[src/rtl/tv_pkg.sv]
// Shared TV-out constants and types for the video RAM path.
package tv_pkg;

  localparam int unsigned WORDS_PER_LINE = 32;
  localparam int unsigned ACTIVE_LINES   = 287;
  localparam int unsigned VRAM_DEPTH     = WORDS_PER_LINE * ACTIVE_LINES;
  localparam int unsigned VRAM_ADDR_W    = 14;
  localparam int unsigned VRAM_DATA_W    = 16;

  typedef enum logic {
    SRC_VID  = 1'b0,
    SRC_HOST = 1'b1
  } rd_src_t;

  // Read-return tag; zero forces the returned word to 0 (out-of-range host read).
  typedef struct packed {
    logic    valid;
    rd_src_t src;
    logic    zero;
  } rd_tag_t;

  function automatic logic vram_in_range(input int unsigned addr);
    return addr < VRAM_DEPTH;
  endfunction

endpackage

[src/rtl/tv_vram_arbiter_if.sv]
// Bundle of scanout, host and RAM-side signals around the VRAM arbiter.
interface tv_vram_arbiter_if
  import tv_pkg::*;
#(
  parameter int unsigned ADDR_W = VRAM_ADDR_W,
  parameter int unsigned DATA_W = VRAM_DATA_W
);

  logic              vid_req;
  logic [ADDR_W-1:0] vid_addr;
  logic [DATA_W-1:0] vid_data;
  logic              vid_valid;
  logic              vid_overrun;

  logic              host_valid;
  logic              host_we;
  logic [ADDR_W-1:0] host_addr;
  logic [DATA_W-1:0] host_wdata;
  logic              host_ready;
  logic [DATA_W-1:0] host_rdata;
  logic              host_rvalid;

  logic              ram_en;
  logic              ram_we;
  logic [ADDR_W-1:0] ram_addr;
  logic [DATA_W-1:0] ram_wdata;
  logic [DATA_W-1:0] ram_rdata;

  // Arbiter side.
  modport slave (
    input  vid_req, vid_addr, host_valid, host_we, host_addr, host_wdata, ram_rdata,
    output vid_data, vid_valid, vid_overrun, host_ready, host_rdata, host_rvalid,
    output ram_en, ram_we, ram_addr, ram_wdata
  );

  // Scanout, host and RAM side.
  modport master (
    output vid_req, vid_addr, host_valid, host_we, host_addr, host_wdata, ram_rdata,
    input  vid_data, vid_valid, vid_overrun, host_ready, host_rdata, host_rvalid,
    input  ram_en, ram_we, ram_addr, ram_wdata
  );

endinterface

[src/rtl/tv_vram_arbiter.sv]
// VRAM arbiter: scanout fetches get fixed-latency priority, host gets ready/valid access.
// Host reads exist only with TV_VRAM_HOST_READ_EN defined; otherwise every host op is a write.
module tv_vram_arbiter
  import tv_pkg::*;
#(
  parameter int unsigned ADDR_W = VRAM_ADDR_W,
  parameter int unsigned DATA_W = VRAM_DATA_W
) (
  input logic              clk,
  input logic              reset,
  tv_vram_arbiter_if.slave bus
);

  logic              vid_pend_q, vid_pend_d;
  logic [ADDR_W-1:0] vid_addr_q, vid_addr_d;
  logic              vid_overrun_q, vid_overrun_d;
  logic [ADDR_W-1:0] vid_rd_addr;

  logic              host_ready_q;
  logic              host_fire;
  logic              host_is_write;
  logic              host_in_range;

  logic              ram_en_q, ram_en_d;
  logic              ram_we_q, ram_we_d;
  logic [ADDR_W-1:0] ram_addr_q, ram_addr_d;
  logic [DATA_W-1:0] ram_wdata_q, ram_wdata_d;

  logic              issue_vid;
  logic              vid_valid_q;
  logic [DATA_W-1:0] vid_data_q;

`ifdef TV_VRAM_HOST_READ_EN
  logic              issue_host_rd;
  logic              host_rd_zero;
  assign host_is_write = bus.host_we;
`else
  logic              unused_host_we;
  assign unused_host_we = bus.host_we;
  assign host_is_write  = 1'b1;
`endif

  assign host_fire     = bus.host_valid & host_ready_q;
  assign host_in_range = vram_in_range(32'(bus.host_addr));
  // A request landing in the grant cycle merges into that read, so the newest address wins.
  assign vid_rd_addr   = bus.vid_req ? bus.vid_addr : vid_addr_q;

  // Scanout request capture; a pending request is always granted in the following cycle.
  always_comb begin
    vid_addr_d    = vid_addr_q;
    vid_pend_d    = 1'b0;
    vid_overrun_d = vid_overrun_q;
    if (bus.vid_req) begin
      vid_addr_d = bus.vid_addr;
      if (vid_pend_q) begin
        vid_overrun_d = 1'b1;
      end else begin
        vid_pend_d = 1'b1;
      end
    end
  end

  // One RAM op per cycle: video first, then an accepted host op.
  always_comb begin
    ram_en_d    = 1'b0;
    ram_we_d    = 1'b0;
    ram_addr_d  = ram_addr_q;
    ram_wdata_d = ram_wdata_q;
    issue_vid   = 1'b0;
`ifdef TV_VRAM_HOST_READ_EN
    issue_host_rd = 1'b0;
    host_rd_zero  = 1'b0;
`endif
    if (vid_pend_q) begin
      ram_en_d   = 1'b1;
      ram_addr_d = vid_rd_addr;
      issue_vid  = 1'b1;
    end else if (host_fire && host_is_write) begin
      if (host_in_range) begin
        ram_en_d    = 1'b1;
        ram_we_d    = 1'b1;
        ram_addr_d  = bus.host_addr;
        ram_wdata_d = bus.host_wdata;
      end
    end
`ifdef TV_VRAM_HOST_READ_EN
    else if (host_fire) begin
      ram_en_d      = host_in_range;
      ram_addr_d    = bus.host_addr;
      issue_host_rd = 1'b1;
      host_rd_zero  = ~host_in_range;
    end
`endif
  end

  always_ff @(posedge clk or posedge reset) begin
    if (reset) begin
      vid_pend_q    <= 1'b0;
      vid_addr_q    <= '0;
      vid_overrun_q <= 1'b0;
      host_ready_q  <= 1'b0;
      ram_en_q      <= 1'b0;
      ram_we_q      <= 1'b0;
      ram_addr_q    <= '0;
      ram_wdata_q   <= '0;
    end else begin
      vid_pend_q    <= vid_pend_d;
      vid_addr_q    <= vid_addr_d;
      vid_overrun_q <= vid_overrun_d;
      host_ready_q  <= ~vid_pend_d;
      ram_en_q      <= ram_en_d;
      ram_we_q      <= ram_we_d;
      ram_addr_q    <= ram_addr_d;
      ram_wdata_q   <= ram_wdata_d;
    end
  end

`ifdef TV_VRAM_HOST_READ_EN
  rd_tag_t           tag_d, tag1_q, tag2_q;
  logic              ret_vid, ret_host;
  logic              host_rvalid_q;
  logic [DATA_W-1:0] host_rdata_q;

  always_comb begin
    tag_d       = '0;
    tag_d.valid = issue_vid | issue_host_rd;
    tag_d.src   = issue_host_rd ? SRC_HOST : SRC_VID;
    tag_d.zero  = host_rd_zero;
  end

  assign ret_vid  = tag2_q.valid && (tag2_q.src == SRC_VID);
  assign ret_host = tag2_q.valid && (tag2_q.src == SRC_HOST);

  // Stage 2 lines up with ram_rdata for the op issued two edges earlier.
  always_ff @(posedge clk or posedge reset) begin
    if (reset) begin
      tag1_q        <= '0;
      tag2_q        <= '0;
      vid_valid_q   <= 1'b0;
      vid_data_q    <= '0;
      host_rvalid_q <= 1'b0;
      host_rdata_q  <= '0;
    end else begin
      tag1_q        <= tag_d;
      tag2_q        <= tag1_q;
      vid_valid_q   <= ret_vid;
      host_rvalid_q <= ret_host;
      if (ret_vid) begin
        vid_data_q <= bus.ram_rdata;
      end
      if (ret_host) begin
        host_rdata_q <= tag2_q.zero ? '0 : bus.ram_rdata;
      end
    end
  end

  assign bus.host_rdata  = host_rdata_q;
  assign bus.host_rvalid = host_rvalid_q;
`else
  logic [1:0] vid_tag_q;

  always_ff @(posedge clk or posedge reset) begin
    if (reset) begin
      vid_tag_q   <= '0;
      vid_valid_q <= 1'b0;
      vid_data_q  <= '0;
    end else begin
      vid_tag_q   <= {vid_tag_q[0], issue_vid};
      vid_valid_q <= vid_tag_q[1];
      if (vid_tag_q[1]) begin
        vid_data_q <= bus.ram_rdata;
      end
    end
  end

  assign bus.host_rdata  = '0;
  assign bus.host_rvalid = 1'b0;
`endif

  assign bus.vid_data    = vid_data_q;
  assign bus.vid_valid   = vid_valid_q;
  assign bus.vid_overrun = vid_overrun_q;
  assign bus.host_ready  = host_ready_q;
  assign bus.ram_en      = ram_en_q;
  assign bus.ram_we      = ram_we_q;
  assign bus.ram_addr    = ram_addr_q;
  assign bus.ram_wdata   = ram_wdata_q;

endmodule

[src/flat_wrapper.sv]
// flat-port wrapper written by rule: the top's interface ports become plain ports
module tv_vram_arbiter_flat import tv_pkg::*;
#(
  parameter int unsigned ADDR_W = VRAM_ADDR_W,
  parameter int unsigned DATA_W = VRAM_DATA_W
)
  (clk, reset, bus_vid_req, bus_vid_addr, bus_host_valid, bus_host_we, bus_host_addr, bus_host_wdata, bus_ram_rdata, bus_vid_data, bus_vid_valid, bus_vid_overrun, bus_host_ready, bus_host_rdata, bus_host_rvalid, bus_ram_en, bus_ram_we, bus_ram_addr, bus_ram_wdata);
  tv_vram_arbiter_if #(.ADDR_W(ADDR_W), .DATA_W(DATA_W)) bus_i ();
  input logic clk;
  input logic reset;
  input wire logic [$bits(bus_i.vid_req)-1:0] bus_vid_req;
  input wire logic [$bits(bus_i.vid_addr)-1:0] bus_vid_addr;
  input wire logic [$bits(bus_i.host_valid)-1:0] bus_host_valid;
  input wire logic [$bits(bus_i.host_we)-1:0] bus_host_we;
  input wire logic [$bits(bus_i.host_addr)-1:0] bus_host_addr;
  input wire logic [$bits(bus_i.host_wdata)-1:0] bus_host_wdata;
  input wire logic [$bits(bus_i.ram_rdata)-1:0] bus_ram_rdata;
  output wire logic [$bits(bus_i.vid_data)-1:0] bus_vid_data;
  output wire logic [$bits(bus_i.vid_valid)-1:0] bus_vid_valid;
  output wire logic [$bits(bus_i.vid_overrun)-1:0] bus_vid_overrun;
  output wire logic [$bits(bus_i.host_ready)-1:0] bus_host_ready;
  output wire logic [$bits(bus_i.host_rdata)-1:0] bus_host_rdata;
  output wire logic [$bits(bus_i.host_rvalid)-1:0] bus_host_rvalid;
  output wire logic [$bits(bus_i.ram_en)-1:0] bus_ram_en;
  output wire logic [$bits(bus_i.ram_we)-1:0] bus_ram_we;
  output wire logic [$bits(bus_i.ram_addr)-1:0] bus_ram_addr;
  output wire logic [$bits(bus_i.ram_wdata)-1:0] bus_ram_wdata;
  assign bus_i.vid_req = bus_vid_req;
  assign bus_i.vid_addr = bus_vid_addr;
  assign bus_i.host_valid = bus_host_valid;
  assign bus_i.host_we = bus_host_we;
  assign bus_i.host_addr = bus_host_addr;
  assign bus_i.host_wdata = bus_host_wdata;
  assign bus_i.ram_rdata = bus_ram_rdata;
  assign bus_vid_data = bus_i.vid_data;
  assign bus_vid_valid = bus_i.vid_valid;
  assign bus_vid_overrun = bus_i.vid_overrun;
  assign bus_host_ready = bus_i.host_ready;
  assign bus_host_rdata = bus_i.host_rdata;
  assign bus_host_rvalid = bus_i.host_rvalid;
  assign bus_ram_en = bus_i.ram_en;
  assign bus_ram_we = bus_i.ram_we;
  assign bus_ram_addr = bus_i.ram_addr;
  assign bus_ram_wdata = bus_i.ram_wdata;
  tv_vram_arbiter #(.ADDR_W(ADDR_W), .DATA_W(DATA_W)) u_core (.clk(clk), .reset(reset), .bus(bus_i));
endmodule
[config.mk]
export PLATFORM = sky130hd
export DESIGN_NAME = tv_vram_arbiter_flat
export DESIGN_NICKNAME = d
export VERILOG_FILES = /design/src/rtl/tv_pkg.sv /design/src/rtl/tv_vram_arbiter_if.sv /design/src/rtl/tv_vram_arbiter.sv /design/src/flat_wrapper.sv
export SDC_FILE = /design/constraint.sdc
export NUM_CORES = 1
export LEC_CHECK = 0
export ABC_AREA = 1
export CAP_MARGIN = 10
export CORE_UTILIZATION = 42
export CTS_CLUSTER_SIZE = 8
export DETAILED_ROUTE_END_ITERATION = 16
export GPL_TIMING_DRIVEN = 0
export HOLD_SLACK_MARGIN = 0.03
export MAX_ROUTING_LAYER = met4
export PLACE_DENSITY_LB_ADDON = 0.25
export SKIP_CTS_REPAIR_TIMING = 1
export SYNTH_ARGS = -nofsm -noshare
export SYNTH_HDL_FRONTEND = slang
export SYNTH_SLANG_ARGS = --single-unit
[constraint.sdc]
create_clock -name clk -period 2.4 [get_ports clk]
set_clock_uncertainty 0.2 [all_clocks]
set_input_delay 0.36 -clock clk [delete_from_list [all_inputs] [get_ports clk]]
set_output_delay 0.36 -clock clk [all_outputs]
set_load 0.005 [all_outputs]
==> reports/qor.yml <==
r2r_start: "u_core.vid_pend_q"
r2r_setup_slack_ns: 0.70
slowest_stage: "clkdlybuf4s50_1"
rsz0062_at_grt: "no"
cp-start-kind: "input pin"
synth-simple-area-share: 0.269
cts_tree: "done"
ys_types: 24
finalMaxSlewViolations: 0
grt_max_degree: 69
synth_top_family_by_area: "simple AND/OR/NAND/NOR gates"
worstPathArrival_ns: 1.86
syn_area_per_cell_um2: 10.4
min-delay-start: "u_core.vid_tag_q[1]"
syn2layout_area_growth_pct: 50.8
reg2regPathDepth: 5
layout-drive-gt1-share: 0.238
syn_inst: 296
fmax_mhz: 544
die-area_mm2: 0.00764
wl_per_cell_um: 13.3
drt_iter0_drc: 79
stdcell_count: 538
synth-xor-area-share: 0
hold_depth: 0
io_pins: 133
die_w_um: 87.4
max_stage_delay_ns: 0.45
maxCapViolCount: 0
grt_pass1_vias: 2439
antenna_found_initial: 0
io_buffers: 114
place.gp.congestion: 0.813
internal_power_uw: 2450
drc_errors: 0
cts-root-buf: "clkbuf_8"
track_usage: 0.205
post-route-min-period_ns: 1.84
crit_path_end_kind: "register"
overflow: 0
antenna_cells_inserted: 0
via_count: 2483
reg2reg_to: "u_core.bus.ram_addr[10]"
setup_viol: 0
initial_core_util: 0.444
synth_fa_ha_area_frac: 0
finalHoldViolations: 0
worst_pin_slew_ns: 0.834
swShare: 0.257
crit_top_cell: "nand2_2"
setup_slack_ns: 0.562
worst-setup-path-type: "input pin to register"
fp.coreArea_mm2: 0.00691
power_switching_uw: 845
pwr-share-clk: 0.331
cts_buffers: 9
place_inst: 522
cts.path.max_buffers: 2
status: "complete, no violations"
fp.dieH_um: 87.4
yosysWarnings: 0
dp_hpwl_mm: 5.22
htree_levels: 3
synth_compound_area_frac: 0.0359
nets: 502
min_period_over_period: 0.766
final_area_mm2: 0.00462
seqPwrFrac: 0.427
required_ns: 2.42
final_cell_mix: "clkdlybuf4s50_1 (114), nand2_1 (68), dfrtp_1 (68), nand2_2 (29), buf_4 (18)"
finalWirelength_mm: 7.13
clk_latency_ns: 0.33
p_per_area_mw_per_mm2: 712
path_cells: "clkdlybuf4s50_1 > nor2_2 > nand2_2 > a21oi_4 > nand3_4 > buf_8 > nand2_4 > nand2_2"
p_leak_uw: 0.00215
cp_max_fo: 10
slew_headroom: 0.444
nFillCells: 580
ant_nets: 0
final_common_cell: "clkdlybuf4s50_1"
cts.sinks: 68
post_dp_cell_area_mm2: 0.00439
viasPerCell: 4.62
ir_worst_vdd_mv: 0.332
synthMuxAreaShare: 0.0588
yosysSeqAreaShare: 0.555
pwr-share-comb: 0.242
hp-class: "register to register"
clk_transition_reported_paths_ns: 0.08
drt-pass1-iter-count: 4
grt_pass1_wl_mm: 11.6
place_ws_ns: 0.204
rows: 30
synth_area_mm2: 0.00307
min_to: "u_core.bus.vid_valid"
ys_seq_elements: 68
final cells by class:
cell class / count / area [µm²] / area share
flip-flops and latches: 68 / 1700 / 0.368
inverters: 6 / 25.0 / 0.00541
repair buffers: 114 / 1140 / 0.247
clock buffers: 11 / 151 / 0.0327
clock inverters: 5 / 82.6 / 0.0179
well taps: 96 / 120 / 0.0260
multi-input cells: 206 / 1180 / 0.255
plain buffers: 32 / 223 / 0.0482
critical path, delay by kind of cell:
kind            cells  cell delay, ns
compound gates      1            0.31
buf+inv             2            0.67
simple gates        5            0.52
layer usage:
metal | GRT usage | share of wire | routed length [µm] | up-vias
met4 | 0.0775 | 0.014 | 100 | 0
li1 | - | - | - | 1227
met1 | 0.261 | 0.45 | 3200 | 1149
met2 | 0.323 | 0.47 | 3370 | 95
met5 | - | 0 | 0 | -
met3 | 0.0436 | 0.064 | 454 | 12
cells in the mapped netlist (all sizes together):
library cell | count | area [µm²]
a31oi | 13 | 81.3
nand2 | 108 | 561
clkbuf | 6 | 22.5
clkinv | 1 | 3.75
o21bai | 1 | 7.51
mux2 | 16 | 180
dfrtp | 68 | 1700
inv | 5 | 18.8
a21oi | 1 | 16.3
nor2 | 16 | 65.1
o21ai | 1 | 5.00
nand3 | 16 | 92.6
conb | 1 | 3.75
nand4 | 16 | 100
buf | 26 | 200
and3 | 1 | 6.26
flip-flops by register name (all words and copies together), names as in the netlist:
| name | count |
|---|---|
| u_core.bus.host_ready | 1 |
| u_core.bus.ram_addr | 14 |
| u_core.bus.ram_en | 1 |
| u_core.bus.ram_wdata | 16 |
| u_core.bus.ram_we | 1 |
| u_core.bus.vid_data | 16 |
| u_core.bus.vid_overrun | 1 |
| u_core.bus.vid_valid | 1 |
| u_core.vid_addr_q | 14 |
| u_core.vid_pend_q | 1 |
| u_core.vid_tag_q | 2 |
stage by stage:
| step | power (µW) | hold slack, ns | util | TNS, ns |
|---|---|---|---|---|
| 5_1_grt | 3460 | 0.184 | 0.669 | 0 |
| 4_1_cts | 3330 | 0.180 | 0.669 | 0 |
| 3_5_place_dp | 2240 | 0.155 | 0.636 | 0 |
| 3_3_place_gp | 2210 | 0.133 | 0.635 | -69.81 |
| 6_report | 3290 | 0.186 | 0.669 | 0 |
| 2_1_floorplan | 1770 | 0.131 | - | 0 |
how the worst max path moves through the flow:
stage                 startpoint                      end  slack [ns]  cells past startpoint
2_1_floorplan              reset    u_core.bus.host_ready        0.13                      1
3_3_place_gp               reset   u_core.bus.vid_overrun       -1.03                      2
3_5_place_dp   bus_host_addr[12]  u_core.bus.ram_wdata[3]        0.20                      8
4_1_cts        bus_host_addr[12]  u_core.bus.ram_wdata[3]        0.56                      8
5_1_grt        bus_host_addr[12]  u_core.bus.ram_wdata[5]        0.47                      8
6_report       bus_host_addr[12]  u_core.bus.ram_wdata[3]        0.56                      8
cells by family after synthesis:
family | count (synthesis)
other cells | 1
buf+inv | 38
flops | 68
mux | 16
compound gates | 16
simple gates | 157
power by group through the flow:
stage          sequential [µW]  clock (µW)  combinational [µW]
6_report                  1410        1090                 798
5_1_grt                   1430        1160                 872
4_1_cts                   1410        1110                 808
3_5_place_dp              1430           0                 805
3_3_place_gp              1420           0                 790
2_1_floorplan             1440           0                 327
Power figures use the tool's default switching activity.
